**src/rtl/mips_pkg.sv**
```systemverilog
// Shared MIPS front-end definitions: opcodes, issue FSM states, and a
// register-usage decoder for instruction pairing.
package mips_pkg;

  localparam int unsigned OP_W  = 6;
  localparam int unsigned REG_W = 5;

  localparam logic [OP_W-1:0] OP_RTYPE = 6'h00;
  localparam logic [OP_W-1:0] OP_J     = 6'h02;
  localparam logic [OP_W-1:0] OP_JAL   = 6'h03;
  localparam logic [OP_W-1:0] OP_BEQ   = 6'h04;
  localparam logic [OP_W-1:0] OP_BNE   = 6'h05;
  localparam logic [OP_W-1:0] OP_ADDI  = 6'h08;
  localparam logic [OP_W-1:0] OP_ADDIU = 6'h09;
  localparam logic [OP_W-1:0] OP_SLTI  = 6'h0A;
  localparam logic [OP_W-1:0] OP_ANDI  = 6'h0C;
  localparam logic [OP_W-1:0] OP_ORI   = 6'h0D;
  localparam logic [OP_W-1:0] OP_LUI   = 6'h0F;
  localparam logic [OP_W-1:0] OP_LW    = 6'h23;
  localparam logic [OP_W-1:0] OP_SW    = 6'h2B;

  typedef enum logic [0:0] {
    S_PAIR   = 1'b0,
    S_SECOND = 1'b1
  } state_e;

  typedef struct packed {
    logic [REG_W-1:0] dest;   // 0 when the instruction writes no register
    logic [REG_W-1:0] src_a;
    logic [REG_W-1:0] src_b;
    logic             src_a_v;
    logic             src_b_v;
    logic             mem;
    logic             ctl;
  } dec_t;

  // Takes instruction bits [31:11]: opcode, rs, rt, rd.
  function automatic dec_t decode(input logic [20:0] hi);
    dec_t             d;
    logic [OP_W-1:0]  op;
    logic [REG_W-1:0] rs;
    logic [REG_W-1:0] rt;
    logic [REG_W-1:0] rd;
    op = hi[20:15];
    rs = hi[14:10];
    rt = hi[9:5];
    rd = hi[4:0];
    d  = '0;
    case (op)
      OP_RTYPE: begin
        d.dest = rd; d.src_a = rs; d.src_a_v = 1'b1; d.src_b = rt; d.src_b_v = 1'b1;
      end
      OP_ADDI, OP_ADDIU, OP_SLTI, OP_ANDI, OP_ORI: begin
        d.dest = rt; d.src_a = rs; d.src_a_v = 1'b1;
      end
      OP_LUI: d.dest = rt;
      OP_LW: begin
        d.dest = rt; d.src_a = rs; d.src_a_v = 1'b1; d.mem = 1'b1;
      end
      OP_SW: begin
        d.src_a = rs; d.src_a_v = 1'b1; d.src_b = rt; d.src_b_v = 1'b1; d.mem = 1'b1;
      end
      OP_BEQ, OP_BNE: begin
        d.src_a = rs; d.src_a_v = 1'b1; d.src_b = rt; d.src_b_v = 1'b1; d.ctl = 1'b1;
      end
      OP_J:   d.ctl = 1'b1;
      OP_JAL: begin
        d.dest = 5'd31; d.ctl = 1'b1;
      end
      default: d = '0;
    endcase
    return d;
  endfunction

endpackage

```
**src/rtl/pair_hazard_check.sv**
```systemverilog
// Decides whether two sequential instructions can issue in the same cycle;
// reason bits are exposed for observation.
module pair_hazard_check
  import mips_pkg::*;
(
  input  logic [31:0] instr1,
  input  logic [31:0] instr2,
  output logic        conflict,
  output logic        raw,
  output logic        waw,
  output logic        mem,
  output logic        ctl
);

  dec_t d1;
  dec_t d2;
  logic unused_imm;

  assign d1 = decode(instr1[31:11]);
  assign d2 = decode(instr2[31:11]);
  assign unused_imm = ^{instr1[10:0], instr2[10:0]};

  // $0 as a destination never creates a dependency.
  assign raw = (d1.dest != '0) &&
               ((d2.src_a_v && (d2.src_a == d1.dest)) ||
                (d2.src_b_v && (d2.src_b == d1.dest)));
  assign waw = (d1.dest != '0) && (d1.dest == d2.dest);
  assign mem = d1.mem & d2.mem;
  assign ctl = d1.ctl;

  assign conflict = raw | waw | mem | ctl;

endmodule

```
**src/rtl/dual_issue_ctrl.sv**
```systemverilog
// Dual-issue pairing controller: issues fetched pairs together or splits
// them across two cycles, stalling fetch and counting splits.
module dual_issue_ctrl
  import mips_pkg::*;
#(
  parameter int unsigned CNT_W = 16
) (
  input  logic             clk,
  input  logic             reset,
  input  logic [31:0]      instrf,
  input  logic [31:0]      instrf2,
  input  logic             fvalid,
  input  logic             stalld,
  input  logic             redirect,
  output logic             stallf,
  output logic [31:0]      instrd,
  output logic [31:0]      instrd2,
  output logic             validd,
  output logic             validd2,
  output logic [CNT_W-1:0] split_cnt
);

  localparam logic [CNT_W-1:0] CNT_MAX = {CNT_W{1'b1}};

  state_e           state, state_nx;
  logic [31:0]      hold, hold_nx;
  logic [31:0]      instrd_nx, instrd2_nx;
  logic             validd_nx, validd2_nx;
  logic [CNT_W-1:0] cnt_nx;
  logic             conflict;
  logic             hz_raw, hz_waw, hz_mem, hz_ctl;
  logic             unused_hz;

  pair_hazard_check u_hazard (
    .instr1   (instrf),
    .instr2   (instrf2),
    .conflict (conflict),
    .raw      (hz_raw),
    .waw      (hz_waw),
    .mem      (hz_mem),
    .ctl      (hz_ctl)
  );

  assign unused_hz = ^{hz_raw, hz_waw, hz_mem, hz_ctl};

  // State and issue registers
  always_ff @(posedge clk) begin
    if (reset) begin
      state     <= S_PAIR;
      hold      <= '0;
      instrd    <= '0;
      instrd2   <= '0;
      validd    <= 1'b0;
      validd2   <= 1'b0;
      split_cnt <= '0;
    end else begin
      state     <= state_nx;
      hold      <= hold_nx;
      instrd    <= instrd_nx;
      instrd2   <= instrd2_nx;
      validd    <= validd_nx;
      validd2   <= validd2_nx;
      split_cnt <= cnt_nx;
    end
  end

  // Next-state, issue selection and fetch stall
  always_comb begin
    state_nx   = state;
    hold_nx    = hold;
    instrd_nx  = instrd;
    instrd2_nx = instrd2;
    validd_nx  = validd;
    validd2_nx = validd2;
    cnt_nx     = split_cnt;
    stallf     = stalld;
    if (!stalld) begin
      if (state == S_SECOND) begin
        // The held slot issues even under redirect: it is the delay slot.
        instrd_nx  = hold;
        validd_nx  = 1'b1;
        instrd2_nx = '0;
        validd2_nx = 1'b0;
        state_nx   = S_PAIR;
      end else if (redirect || !fvalid) begin
        instrd_nx  = '0;
        validd_nx  = 1'b0;
        instrd2_nx = '0;
        validd2_nx = 1'b0;
      end else if (!conflict) begin
        instrd_nx  = instrf;
        validd_nx  = 1'b1;
        instrd2_nx = instrf2;
        validd2_nx = 1'b1;
      end else begin
        instrd_nx  = instrf;
        validd_nx  = 1'b1;
        instrd2_nx = '0;
        validd2_nx = 1'b0;
        hold_nx    = instrf2;
        stallf     = 1'b1;
        state_nx   = S_SECOND;
        if (split_cnt != CNT_MAX) cnt_nx = split_cnt + CNT_W'(1);
      end
    end
  end

endmodule

```
**config.mk**
```make
export PLATFORM = sky130hd
export DESIGN_NAME = dual_issue_ctrl
export DESIGN_NICKNAME = d
export VERILOG_FILES = /design/src/rtl/mips_pkg.sv /design/src/rtl/pair_hazard_check.sv /design/src/rtl/dual_issue_ctrl.sv
export SDC_FILE = /design/constraint.sdc
export NUM_CORES = 1
export LEC_CHECK = 0
export CORE_UTILIZATION = 23
export DETAILED_ROUTE_END_ITERATION = 10
export PLACE_DENSITY = 0.57
export REMOVE_ABC_BUFFERS = 1
export SYNTH_ARGS = -nofsm -noshare
export SYNTH_HDL_FRONTEND = slang
export SYNTH_SLANG_ARGS = --single-unit
```
**constraint.sdc**
```tcl
create_clock -name clk -period 3.6 [get_ports clk]
set_clock_uncertainty 0.05 [all_clocks]
set_input_delay 0.72 -clock clk [delete_from_list [all_inputs] [get_ports clk]]
set_output_delay 0.72 -clock clk [all_outputs]
set_load 0.01 [all_outputs]
```
==> impl_metrics.csv <==
group,metric,value,unit
power_and_ir_drop,peakVddDrop,0.000292,V
floorplan,dieHeight,149,um
worst_setup_path,r2r-start,"split_cnt[0]$_SDFFE_PP0P_",
global_route,antenna_found_initial,2,
placed_design,post-place-ws,-887,ps
worst_hold_path,worstHoldPathCells,2,
floorplan,placementRows,53,
global_route,grt_pass1_vias,4750,
clock_network,htree_levels,4,
worst_setup_path,cp_max_fo,5,
worst_setup_path,ff2ff_path_depth,6,
outcome,failed_checks,"negative setup slack",
worst_setup_path,cp.arrival,2930,ps
worst_setup_path,critical_path_class,"primary input to primary output",
synthesis,synthAdderAreaFrac,0.251,%
final_layout,final_core_util,38.1,%
synthesis,synth_compound_area_share,19.2,%
synthesis,syn_area,4990,um^2
detailed_routing,via_count,4979,
worst_setup_path,crit_path_start,"instrf[30]",
synthesis,yosys-mux-area-fraction,8.30,%
floorplan,dieArea,22300,um^2
sta,hold_viol,0,
final_layout,final_common_cell,"clkdlybuf4s50_1",
detailed_routing,drcViolationCount,0,
worst_setup_path,cp-endpoint,"stallf",
floorplan,initial_core_util,23.6,%
floorplan,io_pins,152,
final_layout,final_cell_mix,"clkdlybuf4s50_1, nor2_1, dfxtp_1",
detailed_routing,drt_first_iter_violations,305,
power_and_ir_drop,pwr_density_cell,426,nW/um^2
synthesis,yosys_warnings,0,
detailed_routing,ant_nets,0,
outcome,status,"complete, but fails checks",
worst_setup_path,cp.required,2830,ps
sta,finalCriticalPeriod,3700,ps
final_layout,drive_gt1_share,20.8,%
clock_network,numCtsBuffers,17,
synthesis,yosys.area.top_type_share,46.2,%
placed_design,io_buffers,151,
synthesis,yosys_most_used_dff,"dfxtp_1",
detailed_routing,drt_pass1_iterations,6,
synthesis,yosys.area_share.simple,20.7,%
final_layout,fillers,2118,
sta,tightest_slew,1050,ps
synthesis,synth_cell_types,61,
sta,fin_crit_sh,103,%
sta,relSlewSlack,29.8,%
clock_network,clk_latency,420,ps
global_route,grt_usage,15.6,%
sta,fin_ws,-95.5,ps
global_route,grt_first_pass_wirelength,26300,um
sta,setup-tns-final,-95.5,ps
final_layout,final_nets,813,
synthesis,yosys-top-cells-area,"dfxtp_1, nor2_1, mux2i_1, a222oi_1, a22oi_1",
synthesis,syn_avg_cell_area,9.24,um^2
synthesis,synth_top_family_by_area,"simple AND/OR/NAND/NOR gates",
synthesis,seq_area_frac_synth,46.2,%
floorplan,die_width,149,um
floorplan,placeableCoreArea,21200,um^2
clock_network,cts_hold_buffers,0,
worst_setup_path,start_kind,"primary input",
clock_network,cts_root_buf,"clkbuf_16",
worst_setup_path,reg2reg_to,"split_cnt[3]$_SDFFE_PP0P_",
sta,max_freq,0.271,GHz
clock_network,tritoncts,"done",
placed_design,dp_cells,989,
job,drv_cap,0,
final_layout,fin_cells,1030,
sta,rsz0062_at_grt,"yes",
sta,slew_viol_final,0,
clock_network,clock_path_buffers,2,
clock_network,clkTransAtPathRegs,50,ps
power_and_ir_drop,seqPwrFrac,38.5,%
detailed_routing,wl,17400,um
synthesis,yosys.area.top_type,"dfxtp_1",
detailed_routing,viasPerCell,4.83,
synthesis,synth_cells,540,
power_and_ir_drop,p_int,2.59,mW
power_and_ir_drop,swShare,24.6,%
global_route,overflow,0,
placed_design,dp_hpwl,11700,um
power_and_ir_drop,power_frac_comb,13.4,%
synthesis,async_reset_ff_share,0,%
global_route,grt_max_degree,101,
sta,setup_viol,1,
placed_design,gp_congestion,0.856,
final_layout,syn_to_final_growth,61.4,%
synthesis,yosys.area_share.xor_xnor,1.76,%
worst_setup_path,r2r_setup_slack,1530,ps
clock_network,cts.sink_count,115,
power_and_ir_drop,p_switching,0.845,mW
final_layout,insertedDiodeCount,0,
power_and_ir_drop,leakage,2.97,nW
worst_setup_path,end_kind,"primary output",
detailed_routing,post_drt_wl_per_cell,16.9,um
synthesis,ys_ff_latch,115,
worst_hold_path,hold_class,"flip-flop to flip-flop",
power_and_ir_drop,p_clk_share,48.1,%
synthesis,synth_edf_count,0,
-- cell families (layout without fill, tap and decap cells) --
kind of cell    after synthesis  after routing
compound gates              120            120
xor+xnor                     10             10
fa+ha+maj                     1              1
buf+inv                      45            260
flops                       115            115
mux                          40             40
simple gates                209            209
-- Yosys cell counts (2+ instances only) --
master / number
nor2_1: 120
dfxtp_1: 115
a22oi_1: 32
mux2i_1: 32
a222oi_1: 30
clkbuf_1: 30
a21oi_1: 19
nand3_1: 15
and3_1: 11
nand2_1: 11
nor2b_1: 11
a221oi_1: 7
mux2_1: 7
nand4_1: 7
o21ai_0: 6
xnor2_1: 6
buf_2: 5
inv_1: 5
nor3_1: 5
buf_1: 4
nand2b_1: 4
o21ai_1: 4
xor2_1: 4
a21bo_1: 3
and2_1: 3
or3_1: 3
a221oi_2: 2
nand3b_1: 2
nor4_4: 2
nor4b_1: 2
nor4bb_1: 2
o21ai_2: 2
-- per-layer routing --
layer	vias up	track usage (%)	part of all wire, %
met5	-	0	0.063
met4	2	5.20	1.5
met3	20	5.50	6.7
met2	141	24.2	46
met1	2407	20.1	46
li1	2409	-	-
-- stage by stage --
stage                     area (um^2)  hold slack, ps  total power [mW]
after floorplan                  4830             402              1.49
after global placement           7200             414              1.78
after detailed placement         7200             425              1.78
after CTS                        7900             440              3.46
after global routing             8050             464              3.57
final                            8050             436              3.43
-- sequential cells by signal, summed over array words and instances (netlist names) --
register	flops
validd2	1
state	1
validd	1
instrd	32
split_cnt	16
hold	32
instrd2	32
-- power groups by stage --
| stage | Combinational (mW) | Clock, mW | Sequential, mW |
|---|---|---|---|
| after global placement | 0.430 | 0 | 1.35 |
| after global routing | 0.494 | 1.75 | 1.33 |
| final | 0.460 | 1.65 | 1.32 |
| after CTS | 0.442 | 1.70 | 1.32 |
| after floorplan | 0.131 | 0 | 1.36 |
| after detailed placement | 0.430 | 0 | 1.35 |
-- critical path, cell delays in order --
cell	delay (ps)
buf_6	100
or3_4	410
buf_6	140
nor3_4	160
buf_6	140
a21oi_2	40
buf_4	170
a21oi_4	140
o21ai_2	90
nor4_4	300
a31oi_4	50
a21oi_2	170
o21ai_2	80
nand2_1	100
buf_6	110
-- repair_timing --
item	CTS	global route
endpoints found under the setup margin	14	1
resized for setup	57	29
setup buffers	5	5
pin swaps	12	17
endpoints found under the hold margin	0	0
-- area by class of cell --
cell class	instances	area, um^2	area share [%]
Timing Repair Buffer	224	2080	25.8
Inverter	5	18.8	0.233
Clock buffer	21	460	5.72
Clock inverter	10	109	1.35
Sequential cell	115	2300	28.6
Multi-Input combinational cell	380	2740	34.0
Tap cell	275	344	4.27
-- how the worst min path moves through the flow --
stage | slack [ps] | endpoint | start
5_1_grt | 460 | hold[28]$_SDFFE_PP0P_ | hold[28]$_SDFFE_PP0P_
2_1_floorplan | 400 | hold[30]$_SDFFE_PP0P_ | hold[30]$_SDFFE_PP0P_
3_3_place_gp | 410 | hold[30]$_SDFFE_PP0P_ | hold[30]$_SDFFE_PP0P_
3_5_place_dp | 420 | hold[30]$_SDFFE_PP0P_ | hold[30]$_SDFFE_PP0P_
6_report | 440 | hold[30]$_SDFFE_PP0P_ | hold[30]$_SDFFE_PP0P_
4_1_cts | 440 | hold[30]$_SDFFE_PP0P_ | hold[30]$_SDFFE_PP0P_
(Power assumes the default switching activity.)
